`config.mk`:
```
export PLATFORM = sky130hd
export DESIGN_NAME = mem_arbiter
export DESIGN_NICKNAME = d
export VERILOG_FILES = /design/src/rtl/mem_arbiter.sv
export SDC_FILE = /design/constraint.sdc
export NUM_CORES = 1
export LEC_CHECK = 0
export ABC_CLOCK_PERIOD_IN_PS = 2900
export BUFFER_PORTS_ARGS = -buffer_cell sky130_fd_sc_hd__buf_2
export CORE_MARGIN = 1.5
export CORE_UTILIZATION = 45
export DETAILED_ROUTE_END_ITERATION = 16
export PLACE_DENSITY = 0.76
export SLEW_MARGIN = 0
export SYNTH_ARGS = -nofsm -noshare
export SYNTH_HDL_FRONTEND = slang
export SYNTH_SLANG_ARGS = --single-unit
```
`constraint.sdc`:
```
create_clock -name Clk -period 2.9 [get_ports Clk]
set_clock_uncertainty 0.2 [all_clocks]
set_input_delay 0.145 -clock Clk [delete_from_list [all_inputs] [get_ports Clk]]
set_output_delay 0.145 -clock Clk [all_outputs]
set_load 0.02 [all_outputs]
```
`src/rtl/mem_arbiter.sv`:
```
// -----------------------------------------------------------------------------
// mem_arbiter
//
// Shares one single-port synchronous memory between an instruction-fetch
// requester and a data-stage requester. Each request runs through
// IDLE -> ACCESS (WAIT_CYCLES+1 cycles) -> RESP (one-cycle Ready pulse).
// Data normally wins arbitration. A saturating starvation counter lets fetch
// win once data has been granted STARVE_LIMIT times in a row while fetch waited.
//
// Parameters
//   WAIT_CYCLES   extra memory wait cycles per access (0..7)
//   STARVE_LIMIT  consecutive data grants allowed while fetch is waiting
//
// Ports
//   Clk, Reset                 clock, asynchronous active-low reset
//   IReq, IAddr                fetch request (level) and byte address
//   IRdata, IReady             fetch read data and completion pulse
//   DReq, DWe, DAddr, DWdata   data request, write flag, byte address, write data
//   DRdata, DReady             data read result and completion pulse
//   MemEn, MemWe, MemAddr,
//   MemWdata, MemRdata         shared memory port
//   Busy                       high whenever the arbiter is not idle
// -----------------------------------------------------------------------------
module mem_arbiter #(
    parameter int WAIT_CYCLES  = 2,
    parameter int STARVE_LIMIT = 2
) (
    input  logic        Clk,
    input  logic        Reset,
    input  logic        IReq,
    input  logic [31:0] IAddr,
    output logic [31:0] IRdata,
    output logic        IReady,
    input  logic        DReq,
    input  logic        DWe,
    input  logic [31:0] DAddr,
    input  logic [31:0] DWdata,
    output logic [31:0] DRdata,
    output logic        DReady,
    output logic        MemEn,
    output logic        MemWe,
    output logic [31:0] MemAddr,
    output logic [31:0] MemWdata,
    input  logic [31:0] MemRdata,
    output logic        Busy
);

    typedef enum logic [1:0] {
        IDLE   = 2'd0,
        ACCESS = 2'd1,
        RESP   = 2'd2
    } state_t;

    localparam logic [2:0] WAIT_LOAD   = 3'(WAIT_CYCLES);
    localparam logic [2:0] STARVE_SAT  = 3'(STARVE_LIMIT);

    state_t      state_q,     state_d;
    logic        g_q,         g_d;          // 0 = fetch owns the access, 1 = data
    logic [2:0]  starve_q,    starve_d;
    logic [2:0]  wait_q,      wait_d;
    logic        mem_en_q,    mem_en_d;
    logic        mem_we_q,    mem_we_d;
    logic [31:0] mem_addr_q,  mem_addr_d;
    logic [31:0] mem_wdata_q, mem_wdata_d;
    logic [31:0] irdata_q,    irdata_d;
    logic [31:0] drdata_q,    drdata_d;
    logic        iready_q,    iready_d;
    logic        dready_q,    dready_d;

    logic data_win;
    logic fetch_win;

    // Memory is word addressed; the byte-offset bits are dropped on purpose.
    logic unused_addr_bits;
    assign unused_addr_bits = ^{IAddr[1:0], DAddr[1:0]};

    // Data has priority unless fetch has already waited through the allowed
    // number of back-to-back data grants.
    assign data_win  = DReq && !(IReq && (starve_q == STARVE_SAT));
    assign fetch_win = IReq && !data_win;

    always_comb begin
        // NOTE: every signal gets a default before the case so no path leaves
        // it unassigned; that is what keeps this block from inferring latches.
        state_d     = state_q;
        g_d         = g_q;
        starve_d    = starve_q;
        wait_d      = wait_q;
        mem_en_d    = mem_en_q;
        mem_we_d    = mem_we_q;
        mem_addr_d  = mem_addr_q;
        mem_wdata_d = mem_wdata_q;
        irdata_d    = irdata_q;
        drdata_d    = drdata_q;
        iready_d    = 1'b0;
        dready_d    = 1'b0;

        case (state_q)
            IDLE: begin
                if (data_win || fetch_win) begin
                    state_d     = ACCESS;
                    g_d         = data_win;
                    wait_d      = WAIT_LOAD;
                    mem_en_d    = 1'b1;
                    mem_we_d    = data_win && DWe;
                    mem_addr_d  = data_win ? {DAddr[31:2], 2'b00} : {IAddr[31:2], 2'b00};
                    mem_wdata_d = data_win ? DWdata : 32'h0;
                end

                // Counts only data grants that made a waiting fetch wait longer.
                if (fetch_win || !IReq) begin
                    starve_d = 3'd0;
                end else if (data_win && (starve_q != STARVE_SAT)) begin
                    starve_d = starve_q + 3'd1;
                end
            end

            ACCESS: begin
                if (wait_q == 3'd0) begin
                    state_d  = RESP;
                    mem_en_d = 1'b0;
                    mem_we_d = 1'b0;
                    // mem_we_q can only be set for a data grant, so it doubles
                    // as "this access was a write".
                    if (!mem_we_q) begin
                        if (g_q) drdata_d = MemRdata;
                        else     irdata_d = MemRdata;
                    end
                    if (g_q) dready_d = 1'b1;
                    else     iready_d = 1'b1;
                end else begin
                    wait_d = wait_q - 3'd1;
                end
            end

            RESP: begin
                state_d = IDLE;
            end

            default: begin
                state_d = IDLE;
            end
        endcase
    end

    // NOTE: sequential state uses non-blocking assignments so every flop
    // samples the pre-edge values, independent of statement order.
    always_ff @(posedge Clk or negedge Reset) begin
        if (!Reset) begin
            state_q     <= IDLE;
            g_q         <= 1'b0;
            starve_q    <= 3'd0;
            wait_q      <= 3'd0;
            mem_en_q    <= 1'b0;
            mem_we_q    <= 1'b0;
            mem_addr_q  <= 32'h0;
            mem_wdata_q <= 32'h0;
            irdata_q    <= 32'h0;
            drdata_q    <= 32'h0;
            iready_q    <= 1'b0;
            dready_q    <= 1'b0;
        end else begin
            state_q     <= state_d;
            g_q         <= g_d;
            starve_q    <= starve_d;
            wait_q      <= wait_d;
            mem_en_q    <= mem_en_d;
            mem_we_q    <= mem_we_d;
            mem_addr_q  <= mem_addr_d;
            mem_wdata_q <= mem_wdata_d;
            irdata_q    <= irdata_d;
            drdata_q    <= drdata_d;
            iready_q    <= iready_d;
            dready_q    <= dready_d;
        end
    end

    assign MemEn    = mem_en_q;
    assign MemWe    = mem_we_q;
    assign MemAddr  = mem_addr_q;
    assign MemWdata = mem_wdata_q;
    assign IRdata   = irdata_q;
    assign DRdata   = drdata_q;
    assign IReady   = iready_q;
    assign DReady   = dready_q;
    assign Busy     = (state_q != IDLE);

endmodule

```
======== Word-level counts from Yosys, hierarchy flattened ========
Cells that the tools add are included.
storage, ports and cells
  register bits after elaboration ......... 141
  input port bits ......................... 133
  logic and storage cells ................. 65
cells by class
  add/subtract/negate cells ............... 2
  equality and inequality tests ........... 6
  mux-type cells .......................... 21
  bitwise operators ....................... 2
  reductions and logical operators ........ 22
operators with widths
  cell                   count
  $mux W32               2
  $mux W3                4
  $mux W1                9
  $reduce_and A4 Y1      2
  $ne A2 B2 Y1 const B   3
  $pmux W3 S2            1
  $reduce_and A2 Y1      3
  $reduce_and A3 Y1      2
  $reduce_bool A2 Y1     3
  $logic_and A1 B1 Y1    5
  $mux W2                2
  $pmux W1 S2            2
  $pmux W2 S2            1
  $add A3 B1 Y3 const B  1
  $eq A3 B2 Y1 const B   1
  $logic_not A1 Y1       3
  $logic_not A3 Y1       1
  $ne A3 B2 Y1 const B   1
  $sub A3 B1 Y3 const B  1
  $eq A2 B1 Y1 const B   1
  $logic_not A2 Y1       1
  $logic_or A1 B1 Y1     2
  $not A1 Y1             2

======== Depth between registers and ports, before layout ========
Gate-level depths: netlist of the first run.
  depth in word-level cells ............... 9
  gate-level depth with buffers ........... 7
  depth with buffers taken out ............ 6

======== Least setup slack after synthesis of the first run ========
No wires, ideal clock.
  path kind ............................... register to register
  from .................................... reg wait_q[0]
  to ...................................... reg irdata_q[0], in the netlist IRdata[0]
  setup time .............................. 0.125 ns
  arrival time ............................ 1.579 ns
  data required time ...................... 2.575 ns
  path slack .............................. 0.997 ns
  cell stages (with the launch flop) ...... 7
  cells stage by stage .................... dfrtp_1 inv_1 ha_1 nand4bb_4 nor3_2 buf_4 mux2_2
between the ends
  word-level cells in the longest chain between the ends .. 2
ends and longest elaborated chain
  what                         RTL line  text
  from (decl)                  60        logic [2:0] wait_q, wait_d;
  from (signal assigned)       166       wait_q <= wait_d;
  $logic_not A3 Y1             119       if (wait_q == 3'd0) begin
  $reduce_and A4 Y1 (no line)  -
  to (signal assigned)         171       irdata_q <= irdata_d;
  to (decl)                    65        logic [31:0] irdata_q, irdata_d;
Every way passes these cells.
A chain may end at the register's enable or synchronous reset.

======== Worst setup path in the final report of the first run ========
  from .................................... reg starve_q[0]
  to ...................................... reg mem_addr_q[31], in the netlist MemAddr[31]
between the ends
  word-level cells in the longest chain between the ends .. 8
ends and longest elaborated chain
  what                         RTL line  text
  from (decl)                  59        logic [2:0] starve_q, starve_d;
  from (signal assigned)       165       starve_q <= starve_d;
  $eq A3 B2 Y1 *               79        assign data_win = DReq && !(IReq && (starve_q == STARVE_SAT));
  $logic_and A1 B1 Y1 *        79
  $logic_not A1 Y1 *           79
  $logic_and A1 B1 Y1 *        79
  $logic_not A1 Y1             80        assign fetch_win = IReq && !data_win;
  $logic_and A1 B1 Y1          80
  $logic_or A1 B1 Y1           100       if (data_win || fetch_win) begin
  $reduce_and A2 Y1 (no line)  -
  to (signal assigned)         169       mem_addr_q <= mem_addr_d;
  to (decl)                    63        logic [31:0] mem_addr_q, mem_addr_d;
Every way passes the cells marked *; elsewhere a longest branch is shown, timed or not.

==> summary.txt, run 1 <==
Result of the run -> finished clean
Final slew viol count -> 0
Crit path max fanout -> 32
Post-layout nets -> 952
Clock latency on the worst-skew pair -> 410 ps
Cells taking the most area after synthesis -> sky130_fd_sc_hd__dfrtp_1 (61%), sky130_fd_sc_hd__mux2_2 (6.9%), sky130_fd_sc_hd__mux2_1 (5.9%), sky130_fd_sc_hd__a22o_1 (4.9%), sky130_fd_sc_hd__o211ai_1 (4.0%)
Area growth syn-to-layout -> 58.5%
RSZ-0062 raised after global routing -> false
Peak ir drop on the vdd network -> 0.000622 V
FP Rows -> 40
Clock tree from TritonCTS -> built
Number of buffers inserted during clock tree synthesis -> 17
Commonest non-fill, non-tap cell in the layout -> sky130_fd_sc_hd__buf_2
Length in cells of the worst reg-to-reg path -> 8
Most used cell along the critical path -> sky130_fd_sc_hd__buf_4
Port-buffer cells -> 259
Total global routing overflow -> 0
Wire length after detailed routing -> 18,500 um
Setup crit start kind -> flip-flop
CTS HTree Levels -> 4
Syn Inst Count -> 441
Remaining number of nets flagged by the antenna check after routing -> 0
Final setup violation count -> 0
Final hold slack -> 194 ps
Synth Cell Area -> 5700 um^2
Endpoint kind of the worst setup timing path -> flip-flop
Chip width -> 116 um
Crit Path Category -> reg -> reg
Drt first pass iters -> 7
Postcts setup bufs -> 0
Die outline height -> 116 um
Arrival time of the worst setup path -> 2760 ps
Post-synth top area cell -> sky130_fd_sc_hd__dfrtp_1
Largest delay share family, worst path -> buffers and inverters
Detailed-route DRC error count -> 0
Initial core utilization -> 46.8%
Crit path buf inv count -> 4
Final cycle utilization of the critical path -> 92.2%
Largest net degree at the start of global routing -> 86
Headroom to the max-slew limit -> 14.7%
Yosys synthesis warning count -> 0
Vias per cell -> 5.46
Cell Chain, Critical Path -> inv_1 > ha_1 > nand3b_1 > buf_4 > and2_1 > buf_4 > o211ai_1 > dlygate4sd3_1
Proportion of synthesized chip area in sequential cells -> 61.1%
Leak -> 4.30 nW
Fin. Hold Viols -> 0
Achievable Freq -> 0.374 GHz
Total of max-cap violations -> 0
RD Place Congestion -> 0.744
Setup slack after placement -> 487 ps
Worst Path Required -> 2990 ps
TritonCTS Sinks -> 139
Synth Area per Inst -> 12.9 um^2
Power per Cell Area -> 1150 nW/um^2
I/O pin total -> 266
Drt first-iter violations -> 490
Post-route minimum period -> 2670 ps
Setup slack of the worst register-to-register path -> 230 ps
Wirelength per Cell -> 18.5 um
Total Negative Setup Slacks -> 0 ps
Commonest non-fill, non-tap cells in the layout -> sky130_fd_sc_hd__buf_2 (258), sky130_fd_sc_hd__dfrtp_1 (139), sky130_fd_sc_hd__dlygate4sd3_1 (129)
First-pass GRT wire length -> 28,700 um
Estimated wirelength of the detail-placed design -> 9820 um
Die ar. -> 13,300 um^2
Ratio of cells with drive above 1 in the final layout -> 40.9%
Gr usage total -> 27.9%
Worst Tran Pin Value -> 1280 ps
Number of global-route vias before repair -> 5,628
Post_cts resized -> 0
Area of the core -> 12,200 um^2
Hold Crit Class -> in -> async
Worst-case clock buffer depth -> 2
Endpoint of the lowest-slack register-to-register path -> MemAddr[31]
Total Power Consumption -> 0.0104 W
Crit path max-delay cell type -> sky130_fd_sc_hd__dlygate4sd3_1
Core occupancy in the finished layout -> 74.2%
Delay of the slowest critical-path stage -> 590 ps
Vias after detailed routing -> 5,444
Launch point of the worst reg-to-reg path -> starve_q[0]
Final Worst Setup Slack -> 226 ps
Clock tree root buffer cell -> sky130_fd_sc_hd__clkbuf_16
Distinct cell type count of the synthesized netlist -> 36
Initial antenna violation count -> 1
Portion of synthesized cell area occupied by the leading cell type -> 61.1%
Post-synthesis register bit count -> 139
Clock transition at the registers of the reported paths -> 60 ps
-- per-stage QoR --
step                      instances  area [um^2]
after floorplan                 442         5700
after global routing            997         9030
after global placement          835         7100
final                           997         9030
after CTS                       996         9020
after detailed placement        835         7100
-- per-layer routing --
metal | track usage (%) | part of all wire (%) | vias to the layer above | routed length [um]
met2 | 48.5 | 50 | 337 | 9310
li1 | - | - | 2395 | -
met5 | 0 | 0 | - | 0
met4 | 12.3 | 2.2 | 0 | 408
met3 | 7.22 | 9.5 | 39 | 1750
met1 | 32.8 | 38 | 2673 | 7010
-- kinds of logic after synthesis --
kind of cell	Yosys count	share of synthesized area [%]
compound gates	102	12.7
fa+ha+maj	4	0.879
buf+inv	47	3.67
flops	139	61.1
mux	65	12.9
other cells	1	0.0658
simple gates	83	8.72
-- power by group --
part           switching (W)  internal, W
clock network       0.000805      0.00148
registers           0.000555      0.00287
logic                0.00270      0.00196
-- how the worst max path moves through the flow --
stage	startpoint	to	slack (ps)	cells after the start
2_1_floorplan	wait_q[0]	IRdata[0]	1000	6
5_1_grt	starve_q[0]	MemAddr[13]	110	8
3_5_place_dp	state_q[0]	MemWe	490	4
3_3_place_gp	state_q[0]	MemWe	560	4
4_1_cts	starve_q[0]	MemAddr[28]	280	8
6_report	starve_q[0]	MemAddr[31]	230	8
-- timing repair --
item / CTS / global route
endpoints found under the setup margin: 0 / 0
hold buffers: 129 / 0
hold endpoints to repair: 214 / 0
-- cell usage after synthesis (all sizes together) --
cell type	n
or3	1
a21o	1
nor2	4
nor3	1
nor2b	1
inv	6
o211ai	30
or2	1
nand3b	2
mux2	65
nand4	31
nand3	30
and2	2
ha	4
nand4bb	1
and3	1
nand2b	1
clkbuf	25
a21boi	1
o21ai	34
dfrtp	139
o22ai	1
a32o	2
nand2	5
nor4	1
conb	1
a2bb2oi	1
buf	16
or4	1
a22o	32
-- state kept, by name (all words and copies together), names as in the netlist --
signal and count:
DReady 1, MemEn 1, IReady 1, starve_q 3
state_q 2, g_q 1, MemAddr 30, IRdata 32
DRdata 32, MemWdata 32, wait_q 3, MemWe 1
-- final cells by class --
cell class                      instances  area (um^2)
Clock buffer                           21          460
Tap cell                              168          210
Clock inverter                         11          168
Multi-Input combinational cell        256         2030
Sequential cell                       139         3480
Inverter                                6         22.5
Timing Repair Buffer                  395         2660
Fill cell                             766         3140
Antenna cell                            1         2.50
Power figures use the tool's default switching activity.
==> inputs of run 2 (changes only) <==
--- a/config.mk
+++ b/config.mk
@@ -10,6 +10,7 @@
 export CORE_MARGIN = 1.5
 export CORE_UTILIZATION = 45
 export DETAILED_ROUTE_END_ITERATION = 16
+export MAX_ROUTING_LAYER = met4
 export PLACE_DENSITY = 0.76
 export SLEW_MARGIN = 0
 export SYNTH_ARGS = -nofsm -noshare
==> run 2 against run 1 <==
Effect of this change:
- cell count unchanged
- sequential power hardly changed
- first-iteration DRC count down 5.1%
- combinational power about the same
- die area stayed put
- utilization unchanged
- routed wire length about the same
- critical endpoint is now MemAddr[14]
- register-to-register slack barely moved
- clock power about the same
==> summary.txt, run 2 (same netlist as run 1, synthesis figures left out) <==
Number of cells in the design after placement -> 835 (unchanged)
Total global routing overflow -> 0 (unchanged)
Cell Chain, Critical Path -> inv_1 > ha_1 > nand3b_1 > buf_4 > and2_1 > buf_4 > o211ai_1 > dlygate4sd3_1
RSZ-0062 raised after global routing -> false
Area of the core -> 12,200 um^2 (unchanged)
TritonCTS Sinks -> 139 (unchanged)
Number of global-route vias before repair -> 5,628 (unchanged)
Wire length after detailed routing -> 18,500 um (about the same)
Clock tree root buffer cell -> sky130_fd_sc_hd__clkbuf_16
Clock tree from TritonCTS -> built
Commonest non-fill, non-tap cell in the layout -> sky130_fd_sc_hd__buf_2
Arrival time of the worst setup path -> 2760 ps (about the same)
Peak ir drop on the vdd network -> 0.000624 V (+0.23%)
Final hold slack -> 192 ps (-1.67 ps)
CTS HTree Levels -> 4 (unchanged)
I/O pin total -> 266 (unchanged)
Remaining number of nets flagged by the antenna check after routing -> 0 (unchanged)
CP Depth -> 8 (unchanged)
Postcts setup bufs -> 0 (unchanged)
Hold Crit Class -> in -> async
Final cycle utilization of the critical path -> 92.1% (-0.15 points)
Detailed-route DRC error count -> 0 (unchanged)
Worst-case clock buffer depth -> 2 (unchanged)
Final setup violation count -> 0 (unchanged)
RD Place Congestion -> 0.753 (+1.3%)
Final Non-Filler Cells -> 997 (unchanged)
Headroom to the max-slew limit -> 14.5% (-0.20 points)
FP Rows -> 40 (unchanged)
Clock transition at the registers of the reported paths -> 60 ps (about the same)
First element of the critical path -> starve_q[0]
Drt first pass iters -> 5 (-2)
Result of the run -> finished clean
Delay of the slowest critical-path stage -> 590 ps (about the same)
Clock latency on the worst-skew pair -> 410 ps (about the same)
Area growth syn-to-layout -> 58.5% (unchanged)
Die ar. -> 13,300 um^2 (unchanged)
Initial antenna violation count -> 1 (unchanged)
Port-buffer cells -> 259 (unchanged)
Wirelength per Cell -> 18.5 um (about the same)
First-pass GRT wire length -> 28,700 um (about the same)
Post-CTS Hold Fix Bufs -> 129 (unchanged)
Post_cts resized -> 0 (unchanged)
Total of max-cap violations -> 0 (unchanged)
Initial core utilization -> 46.8% (unchanged)
Setup slack of the worst register-to-register path -> 230 ps (about the same)
Crit Path Category -> reg -> reg
Worst Tran Pin Value -> 1280 ps (+3.01 ps)
Vias per cell -> 5.45 (-0.17%)
Combinational group share of total power -> 44.9% (about the same)
Vias after detailed routing -> 5,435 (-0.17%)
Crit path buf inv count -> 4 (unchanged)
Die outline height -> 116 um (unchanged)
Commonest non-fill, non-tap cells in the layout -> sky130_fd_sc_hd__buf_2 (258), sky130_fd_sc_hd__dfrtp_1 (139), sky130_fd_sc_hd__dlygate4sd3_1 (129)
Length in cells of the worst reg-to-reg path -> 8 (unchanged)
Crit path max fanout -> 32 (unchanged)
Largest delay share family, worst path -> buffers and inverters
Leak -> 4.30 nW (unchanged)
Most used cell along the critical path -> sky130_fd_sc_hd__buf_4
Seq pwr share -> 33.0% (about the same)
Post-layout nets -> 952 (unchanged)
Endpoint of the lowest-slack register-to-register path -> MemAddr[14]
Largest net degree at the start of global routing -> 86 (unchanged)
Gr usage total -> 28.9% (+0.95 points)
Final slew viol count -> 0 (unchanged)
Launch point of the worst reg-to-reg path -> starve_q[0]
Crit path max-delay cell type -> sky130_fd_sc_hd__dlygate4sd3_1
Switching pwr -> 0.00405 W (about the same)
Drt first-iter violations -> 465 (-5.1%)
Endpoint kind of the worst setup timing path -> flip-flop
Setup crit start kind -> flip-flop
Post-route minimum period -> 2670 ps (-4.38 ps)
Fin. Hold Viols -> 0 (unchanged)
Termination of the worst setup path -> MemAddr[14]
Power per Cell Area -> 1150 nW/um^2 (about the same)
Cell-internal power -> 0.00632 W (about the same)
Number of buffers inserted during clock tree synthesis -> 17 (unchanged)
Total Negative Setup Slacks -> 0 ps (unchanged)
Chip width -> 116 um (unchanged)
Achievable Freq -> 0.375 GHz (+0.16%)
Ratio of cells with drive above 1 in the final layout -> 40.9% (unchanged)
Clock network power share -> 22.0% (about the same)
Worst Path Required -> 2990 ps (about the same)
Share of total power consumed by net switching -> 39.1% (about the same)
Estimated wirelength of the detail-placed design -> 9820 um (unchanged)
==> run 2: cell counts in the layout (fill, tap and decap cells not counted) <==
No cell type changed its count.
==> run 2: layer usage <==
layer / routed length, um / global-route usage, % / share of wire (%)
met3: 1720 / 6.49 / 9.3
met2: 9280 / 48.4 / 50
met4: 422 / 12.0 / 2.3
met1: 7050 / 33.7 / 38
met5: 0 / - / 0
==> run 2: metrics by stage <==
stage | power, W | utilization (%) | worst slack, ps | instance area [um^2]
3_3_place_gp | 0.00728 | 58.4 | 565 | 7100
6_report | 0.0104 | 74.2 | 230 | 9030
2_1_floorplan | 0.00601 | - | 997 | 5700
3_5_place_dp | 0.00744 | 58.4 | 487 | 7100
4_1_cts | 0.0102 | 74.2 | 278 | 9020
5_1_grt | 0.0109 | 74.2 | 108 | 9030
==> run 2: final cells by class <==
| cell class | count | area, um^2 |
|---|---|---|
| Multi-Input combinational cell | 256 | 2030 |
| Fill cell | 766 | 3140 |
| Clock buffer | 21 | 460 |
| Sequential cell | 139 | 3480 |
| Clock inverter | 11 | 168 |
| Tap cell | 168 | 210 |
| Antenna cell | 1 | 2.50 |
| Timing Repair Buffer | 395 | 2660 |
| Inverter | 6 | 22.5 |
==> run 2: how the worst min path moves through the flow <==
stage | depth (start not counted) | slack [ps] | end | startpoint
2_1_floorplan | 0 | -350 | DRdata[0] | Reset
3_3_place_gp | 1 | 40 | DRdata[4] | Reset
3_5_place_dp | 1 | 50 | DRdata[30] | Reset
4_1_cts | 2 | 180 | MemWdata[26] | Reset
5_1_grt | 2 | 250 | IRdata[5] | Reset
6_report | 2 | 190 | DRdata[30] | Reset
==> run 2: power by group through the flow <==
stage	clock network, W	logic (W)	registers [W]
2_1_floorplan	0	0.00158	0.00443
3_3_place_gp	0	0.00394	0.00333
3_5_place_dp	0	0.00405	0.00339
4_1_cts	0.00232	0.00454	0.00338
5_1_grt	0.00241	0.00498	0.00352
6_report	0.00229	0.00466	0.00343
